`config.mk`:
```
export PLATFORM = sky130hd
export DESIGN_NAME = pcgen_bp
export DESIGN_NICKNAME = d
export VERILOG_FILES = /design/src/rtl/pcgen_bp.sv
export SDC_FILE = /design/constraint.sdc
export NUM_CORES = 1
export LEC_CHECK = 0
export BUFFER_PORTS_ARGS = -buffer_cell sky130_fd_sc_hd__buf_2
export CORE_UTILIZATION = 39
export CTS_BUF_LIST = sky130_fd_sc_hd__clkbuf_8 sky130_fd_sc_hd__clkbuf_16
export CTS_CLUSTER_SIZE = 16
export DETAILED_ROUTE_END_ITERATION = 8
export GPL_ROUTABILITY_DRIVEN = 1
export GPL_TIMING_DRIVEN = 0
export PLACE_DENSITY_LB_ADDON = 0.15
export SLEW_MARGIN = 20
export SYNTH_ARGS = -nofsm -noshare
export SYNTH_HDL_FRONTEND = slang
export SYNTH_SLANG_ARGS = --single-unit
```
`constraint.sdc`:
```
create_clock -name clk -period 7.5 [get_ports clk]
set_input_delay 0 -clock clk [delete_from_list [all_inputs] [get_ports clk]]
set_output_delay 0 -clock clk [all_outputs]
set_load 0.02 [all_outputs]
```
`src/rtl/pcgen_bp.sv`:
```
// Fetch PC generator with a direct-mapped BTB and 2-bit saturating counters.
// Define PCGEN_BP_STATS_EN to build the hit/redirect statistics counters.
module pcgen_bp #(
   parameter int               XLEN     = 32,
   parameter int               ENTRIES  = 16,
   parameter int               TAG_W    = 8,
   parameter logic [XLEN-1:0]  RESET_PC = '0
) (
   input  logic            clk,
   input  logic            rst,
   input  logic            stall,
   input  logic            redirect,
   input  logic [XLEN-1:0] redirect_pc,
   input  logic            upd_en,
   input  logic [XLEN-1:0] upd_pc,
   input  logic            upd_taken,
   input  logic [XLEN-1:0] upd_target,
   output logic [XLEN-1:0] pc,
   output logic            pred_taken,
   output logic [XLEN-1:0] pred_target,
   output logic [31:0]     stat_hits,
   output logic [31:0]     stat_redirects
);

   localparam int IDX_W = $clog2(ENTRIES);
   localparam int TAG_LO = IDX_W + 2;

   logic               r_valid [ENTRIES];
   logic [TAG_W-1:0]   r_tag   [ENTRIES];
   logic [XLEN-1:0]    r_tgt   [ENTRIES];
   logic [1:0]         r_ctr   [ENTRIES];
   logic [XLEN-1:0]    r_pc;

   logic [IDX_W-1:0]   w_idx;
   logic [TAG_W-1:0]   w_tag;
   logic               w_hit;
   logic [IDX_W-1:0]   w_upd_idx;
   logic [TAG_W-1:0]   w_upd_tag;
   logic               w_upd_hit;
   logic               w_unused;

   assign w_idx     = r_pc[IDX_W+1:2];
   assign w_tag     = r_pc[TAG_LO+TAG_W-1:TAG_LO];
   assign w_hit     = r_valid[w_idx] && (r_tag[w_idx] == w_tag);
   assign w_upd_idx = upd_pc[IDX_W+1:2];
   assign w_upd_tag = upd_pc[TAG_LO+TAG_W-1:TAG_LO];
   assign w_upd_hit = r_valid[w_upd_idx] && (r_tag[w_upd_idx] == w_upd_tag);
   assign w_unused  = ^{r_pc, upd_pc};

   assign pc          = r_pc;
   assign pred_taken  = w_hit && r_ctr[w_idx][1];
   assign pred_target = w_hit ? r_tgt[w_idx] : '0;

   always_ff @(posedge clk or negedge rst) begin
      if (!rst) begin
         r_pc <= RESET_PC;
      end else if (redirect) begin
         r_pc <= redirect_pc;
      end else if (!stall) begin
         r_pc <= pred_taken ? pred_target : r_pc + XLEN'(4);
      end
   end

   // Each entry only reacts to updates addressed to it; lookups see the old
   // contents during the update cycle because the arrays are plain flops.
   generate
      for (genvar gi = 0; gi < ENTRIES; gi++) begin : g_entry
         always_ff @(posedge clk or negedge rst) begin
            if (!rst) begin
               r_valid[gi] <= 1'b0;
               r_tag[gi]   <= '0;
               r_tgt[gi]   <= '0;
               r_ctr[gi]   <= 2'b01;
            end else if (upd_en && (w_upd_idx == IDX_W'(gi))) begin
               if (w_upd_hit) begin
                  if (upd_taken) begin
                     if (r_ctr[gi] != 2'b11) r_ctr[gi] <= r_ctr[gi] + 2'd1;
                     r_tgt[gi] <= upd_target;
                  end else if (r_ctr[gi] != 2'b00) begin
                     r_ctr[gi] <= r_ctr[gi] - 2'd1;
                  end
               end else if (upd_taken) begin
                  r_valid[gi] <= 1'b1;
                  r_tag[gi]   <= w_upd_tag;
                  r_tgt[gi]   <= upd_target;
                  r_ctr[gi]   <= 2'b10;
               end
            end
         end
      end
   endgenerate

`ifdef PCGEN_BP_STATS_EN
   logic [31:0] r_stat_hits;
   logic [31:0] r_stat_redirects;

   always_ff @(posedge clk or negedge rst) begin
      if (!rst) begin
         r_stat_hits      <= '0;
         r_stat_redirects <= '0;
      end else begin
         if (w_hit && !stall && !redirect && (r_stat_hits != 32'hFFFF_FFFF))
            r_stat_hits <= r_stat_hits + 32'd1;
         if (redirect && (r_stat_redirects != 32'hFFFF_FFFF))
            r_stat_redirects <= r_stat_redirects + 32'd1;
      end
   end

   assign stat_hits      = r_stat_hits;
   assign stat_redirects = r_stat_redirects;
`else
   assign stat_hits      = '0;
   assign stat_redirects = '0;
`endif

endmodule

```
==> run metrics, run 1 <==
die area 93500 um^2; largest net degree at the start of global routing 103; number of buffers and inverters on the critical path 7; Max stage delay on crit path 900 ps; Clock Skews 27.80 ps; HPWL Detailed 79430 um; layout cells sized above 1 37.83%; die width 305.8 um; initial antenna violation count 6; total grt overflow 0; crit path DAT 5670 ps; routed len/inst 26.78 um; Final Net Count 3225; Synth Area in Compound Gates 3.692%; Tot Pwr 11.57 mW; Synth cell types 71; Die Y 305.8 um; kind of critical path reg -> out; most frequent cells in the layout 704 x dfrtp_1, 470 x nand2_1, 447 x mux2_2; Routed WL 117100 um; Synth Area in Simple Gates 8.914%; CP required 7500 ps; critical path cell sequence buf_4 > clkbuf_1 > buf_2 > buf_1 > clkbuf_1 > clkbuf_2 > mux4_2 > nor2b_1 > buf_2; Synth Area in Adders 0.03476%; clock-pin slew on the worst setup and hold paths 60 ps; Post-Synthesis Cells 2747; f_max 176.3 MHz; synthesized area 35990 um^2; share of total power in combinational logic 21.3%; number of global-route vias before repair 25980; sequential share of power 43.5%; EDFF count, synth 0; top area cells in the synthesized netlist dfrtp_1 49%, mux4_2 15%, mux2_2 14%; DRC violations left 0; min Tclk post-route 5674 ps; Top Ports 231; ANT nets after route 0; first-pass GRT wire length 174200 um; first-pass iteration count of the detailed router 5; critical path launch point type register; status complete, no violations; initial core utilization 39.32%; Row Count 111; Clk pwr share 35.2%; # H-tree levels 3; CTS tree done; routability cong. 0.8948; area grow syn2layout 17.30%; vias per cell 5.688; post-synthesis sequential area ratio 50.12%; crit-path max FO 10; Pint 8.250 mW; worst-margin pin slew 1262 ps; crit share post-route 75.65%; max-slew violation count 0; number of max-cap violations 0; Fin. Hold Viols 0; Max clock buf depth 3; Slew HR 15.84%; RSZ-0062 raised after global routing no; Skew-Pair Late Insertion Delay 660 ps; pre-CTS setup slack 2444 ps; Net Sw Frac 28.70%; via count 24870; TritonCTS buffer count 84; Final setup viols 0; asr flop ratio synth 100.0%; power per cell area 274.1 nW/um^2; Root Buffer clkbuf_16; critical path's slowest cell buf_1; Syn Area/Cell 13.10 um^2; prevailing post-synth register cell dfrtp_1; Setup WS post-layout 1826 ps; mux cell area share after synthesis 32.68%; Leak Pwr 18.86 nW; largest family of logic cells by synthesized area multiplexers; Synth Register Bits 720; post-CTS sizing 0; area share of the largest cell type after synthesis 48.95%; net switching power 3.320 mW; worst vdd ir 0.0001539 V; Hold WC Path Type in -> reg; Yosys top cell by area dfrtp_1; cell family with most CP delay buffers and inverters; Synthesis Warnings 0; Crit. End Element output pin; most common cell after layout, fill and taps aside dfrtp_1; CTS Sinks 720; gr usage total 25.21%; Synth Area in XOR/XNOR 0.3650%; DRT iter0 DRCs 1902; core area 91520 um^2; Port Buffers 138
==> sequential cells by signal, indices dropped and copies added (netlist names) <==
signal,count
r_ctr,32
r_tgt,512
pc,32
r_valid,16
r_tag,128
==> metrics by stage <==
stage          cell area, um^2  setup TNS, ps  util, %  hold slack (ps)  instances
5_1_grt                  42210              0    46.12            51.36       4371
2_1_floorplan            36230              0        -           -295.6       2810
4_1_cts                  42200              0    46.11            1.909       4370
3_5_place_dp             38660              0    42.24            86.39       4142
6_report                 42220              0    46.13            48.20       4372
3_3_place_gp             38400       -5905180    41.96            212.7       4134
==> tightest hold or removal path: cells and delay by family <==
family	cells	cell delay, ps
AO/OA/AOI/OAI	2	250
buffers and inverters	2	390
==> cell families (layout without fill, tap and decap cells) <==
kind of cell    Yosys count  count (layout)
compound gates          217             217
xor+xnor                 15              15
fa+ha+maj                 1               1
buf+inv                 295             670
flops                   720             720
mux                     787             787
other cells               1              65
simple gates            711             711
==> power by group through the flow <==
stage	logic [mW]	registers, mW	clock network (mW)
floorplan	1.68	4.94	0
global placement	2.35	5.02	0
detailed placement	2.42	5.08	0
CTS	2.47	5.02	4.14
global route	2.63	5.11	4.31
finish	2.47	5.03	4.07
==> worst paths after layout <==
check                           start              end  slack, ps  cells past startpoint
setup / recovery                pc[4]  pred_target[13]       1830                      9
hold / removal               redirect           pc[19]         50                      4
setup reg to reg                pc[4]            pc[9]       2210                      9
hold reg to reg            r_tgt[403]       r_tgt[403]        470                      2
max in group asynchronous         rst       r_tgt[305]       5090                      6
min in group asynchronous         rst       r_tag[117]        520                      3
==> synth_stat cells, types with 13 or more instances <==
master / number
or2_2: 14
o21ai_0: 90
mux2_4: 72
o22ai_1: 15
inv_1: 23
buf_4: 72
nor3_1: 19
clkbuf_1: 146
buf_2: 32
dfstp_2: 16
mux2_2: 447
and3_1: 13
nand3_1: 26
nor2b_1: 37
nor2_1: 62
dfrtp_1: 704
nand2_1: 470
mux2i_1: 31
a21oi_1: 42
mux4_2: 237
==> what timing repair did <==
| action | in CTS | in global routing |
|---|---|---|
| hold endpoints to repair | 559 | 0 |
| hold buffers | 79 | 0 |
| setup buffers | 0 | 0 |
| endpoints found under the setup margin | 0 | 0 |
==> area by class of cell <==
cell class,instances,area [um^2]
diodes,1,2.502
clock buffers,105,2391
inverters,25,96.34
plain buffers,270,1419
flip-flops and latches,720,18040
repair buffers,226,1707
clock inverters,44,355.3
fillers,8128,49310
well taps,1186,1484
multi-input cells,1795,16720
==> routing by layer <==
metal	track usage [%]	share of wire, %	routed length [um]
met3	3.959	6.5	7610
met2	40.90	48	55950
met4	6.673	2.4	2866
met5	0	0.023	27
met1	35.21	43	50610
Note: power is estimated with default switching activity, not from simulation.
==> run 2, diff against run 1 <==
- ABC_AREA: unset -> 1
- clock period: 7.5 -> 5.9 ns (I/O delays scaled with it)
==> run 2 against run 1 <==
Net effect: the flow now finishes with violations (DRC); cell count up 51%; die area rose by 2.1%; count of clock-buffer cells in the layout rose by 1; flip-flop and latch count did not move; clock skew increased by 6.2 ps; worst setup slack lost 1400 ps; sequential power is 27% higher; core utilization rose by 0.16 points; register-to-register slack lost 1400 ps; combinational power grew 34%; synthesized cell count increased by 78%; largest cell class unchanged; largest power group unchanged; highest routed layer unchanged.
==> run metrics, run 2 <==
DRT iter0 DRCs 3775; synthesized area 36760 um^2; area grow syn2layout 17.51%; worst hold path depth 5; Routed WL 148700 um; max-slew violation count 0; prevailing post-synth register cell dfrtp_1; most frequent cell after synthesis nand2_1; final non-filler cell total 6588; Skew-Pair Late Insertion Delay 680 ps; share of total power in combinational logic 21.9%; max reg flops 512; hold endpoint r_ctr[8]; initial core utilization 39.39%; kind of critical path reg -> out; Clock Skews 33.97 ps; layout cells sized above 1 8.661%; placed instance area 39530 um^2; RSZ-0062 raised after global routing no; worst-margin pin slew 1230 ps; Tot Pwr 15.13 mW; Worst R2R Start pc[2]; post-route cell area 43200 um^2; sequential share of power 42.1%; worst vdd ir 0.0002355 V; Clk pwr share 36.0%; Synth Register Bits 720; Syn Area/Cell 7.521 um^2; post-CTS setup buffer count 0; TritonCTS buffer count 83; # H-tree levels 3; Placed Instances 6359; crit path DAT 5510 ps; failing checks DRC; Top Ports 231; largest net degree at the start of global routing 97; die area 95490 um^2; FF-to-FF End pc[1]; Leak Pwr 20.84 nW; initial antenna violation count 3; Yosys top cell by area dfrtp_1; CTS Sinks 720; CTS tree done; R2R setup slack 800 ps; Top Registers r_tgt x512, r_tag x128; Fin. Hold Viols 0; Root Buffer clkbuf_16; net switching power 5.086 mW; DRC violations left 7; CP required 5900 ps; gr usage total 31.00%; routed len/inst 22.56 um; total grt overflow 0; most common cell after layout, fill and taps aside nand2_1; Synthesis Warnings 0; area share of the largest cell type after synthesis 47.92%; ANT nets after route 0; number of max-cap violations 0; top area cells in the synthesized netlist dfrtp_1 48%, nand2_1 18%, o21ai_0 10%; f_max 181.4 MHz; clock-pin slew on the worst setup and hold paths 60 ps; HPWL Detailed 108500 um; Die Y 309.0 um; Max clock buf depth 3; Hold WC Path Type in -> reg; Post-Synthesis Cells 4888; die width 309.0 um; Final Net Count 5370; vias per cell 5.441; n_diodes 0; crit-path max FO 10; Synth cell types 42; min Tclk post-route 5514 ps; Slew HR 18.03%; crit share post-route 93.46%; routability cong. 0.9387; Net Sw Frac 33.61%; most frequent cells in the layout 1732 x nand2_1, 732 x o21ai_0, 704 x dfrtp_1; power per cell area 350.3 nW/um^2; post-synthesis sequential area ratio 49.07%; via count 35850; critical path launch point type register; first-pass iteration count of the detailed router 9; number of global-route vias before repair 34190; Reg with most FFs r_tgt; status finished, violations left; core area 93330 um^2; first-pass GRT wire length 221000 um; EDFF count, synth 0; Row Count 112; Crit. End Element output pin; final core utilization 46.28%; top cells by count, synth 1732 x nand2_1, 732 x o21ai_0, 704 x dfrtp_1; reg2reg path depth 16; Final setup viols 0; hold_sp upd_pc[5]; asr flop ratio synth 100.0%; Port Buffers 146; Pint 10.05 mW
[run 2: power groups by stage]
stage	Clock (mW)	Sequential, mW	Combinational (mW)
floorplan	0	6.30	2.01
global placement	0	6.43	3.15
detailed placement	0	6.43	3.22
CTS	5.49	6.35	3.27
global route	5.69	6.46	3.68
finish	5.44	6.38	3.31
[run 2: how the worst max path moves through the flow]
stage                      endpoint  cells past startpoint   from  slack [ps]
floorplan                     pc[3]                     14  pc[2]        3250
global placement         r_tgt[121]                      1    rst      -11430
detailed placement           pc[18]                     13  pc[3]         620
CTS                 pred_target[18]                     12  pc[3]          20
global route        pred_target[16]                     11  pc[3]         320
finish              pred_target[30]                     10  pc[3]         390
[run 2: cell type report]
type / instances / area, um^2
clock buffer: 106 / 2405
tap: 1254 / 1569
inverter: 340 / 1276
multi-input combinational: 3487 / 15830
timing repair buffer: 232 / 1759
fill: 9641 / 50130
buffer: 403 / 1854
clock inverter: 46 / 462.9
sequential: 720 / 18040
[run 2: cell families (layout without fill, tap and decap cells)]
logic type,count (synthesis),after routing,share of synthesized area (%)
AO/OA/AOI/OAI,1172,1172,17.54
other,1,64,0.01020
adder cells (fa/ha/maj),1,1,0.03403
buffers and inverters,744,1127,8.526
AND/OR/NAND/NOR,2207,2207,23.80
multiplexers,2,2,0.05446
XOR/XNOR,41,41,0.9768
flip-flops,720,720,49.07
[run 2: through the flow]
stage / setup TNS, ps / hold WS, ps / setup slack, ps
2_1_floorplan: 0 / -295.6 / 3250
3_3_place_gp: -7997150 / 295.2 / -11430
3_5_place_dp: 0 / -8.563 / 620.6
4_1_cts: 0 / 10.17 / 17.76
5_1_grt: 0 / 98.93 / 319.3
6_report: 0 / 22.10 / 386.1
[run 2: per-layer routing]
layer	part of all wire, %	track usage (%)	vias up	wire, um
li1	-	-	16600	-
met1	41	39.97	17300	60280
met2	46	50.27	1580	69080
met3	7.2	4.508	363	10690
met4	5.8	16.67	2	8590
met5	0.0081	0	-	12
[run 2: repair_timing]
action                     in CTS  in global routing
setup endpoints to repair       0                  2
hold buffers                   78                  0
gates resized for setup         0                  1
hold endpoints to repair      566                  0
[run 2: critical path, stage by stage, from the launching register on]
cell,delay (ps)
dfrtp_1,610
buf_2,390
clkbuf_1,660
clkbuf_1,600
buf_1,900
nor2_1,110
o21ai_0,120
a31oi_1,180
a221oi_1,1010
nor2_1,60
buf_2,200
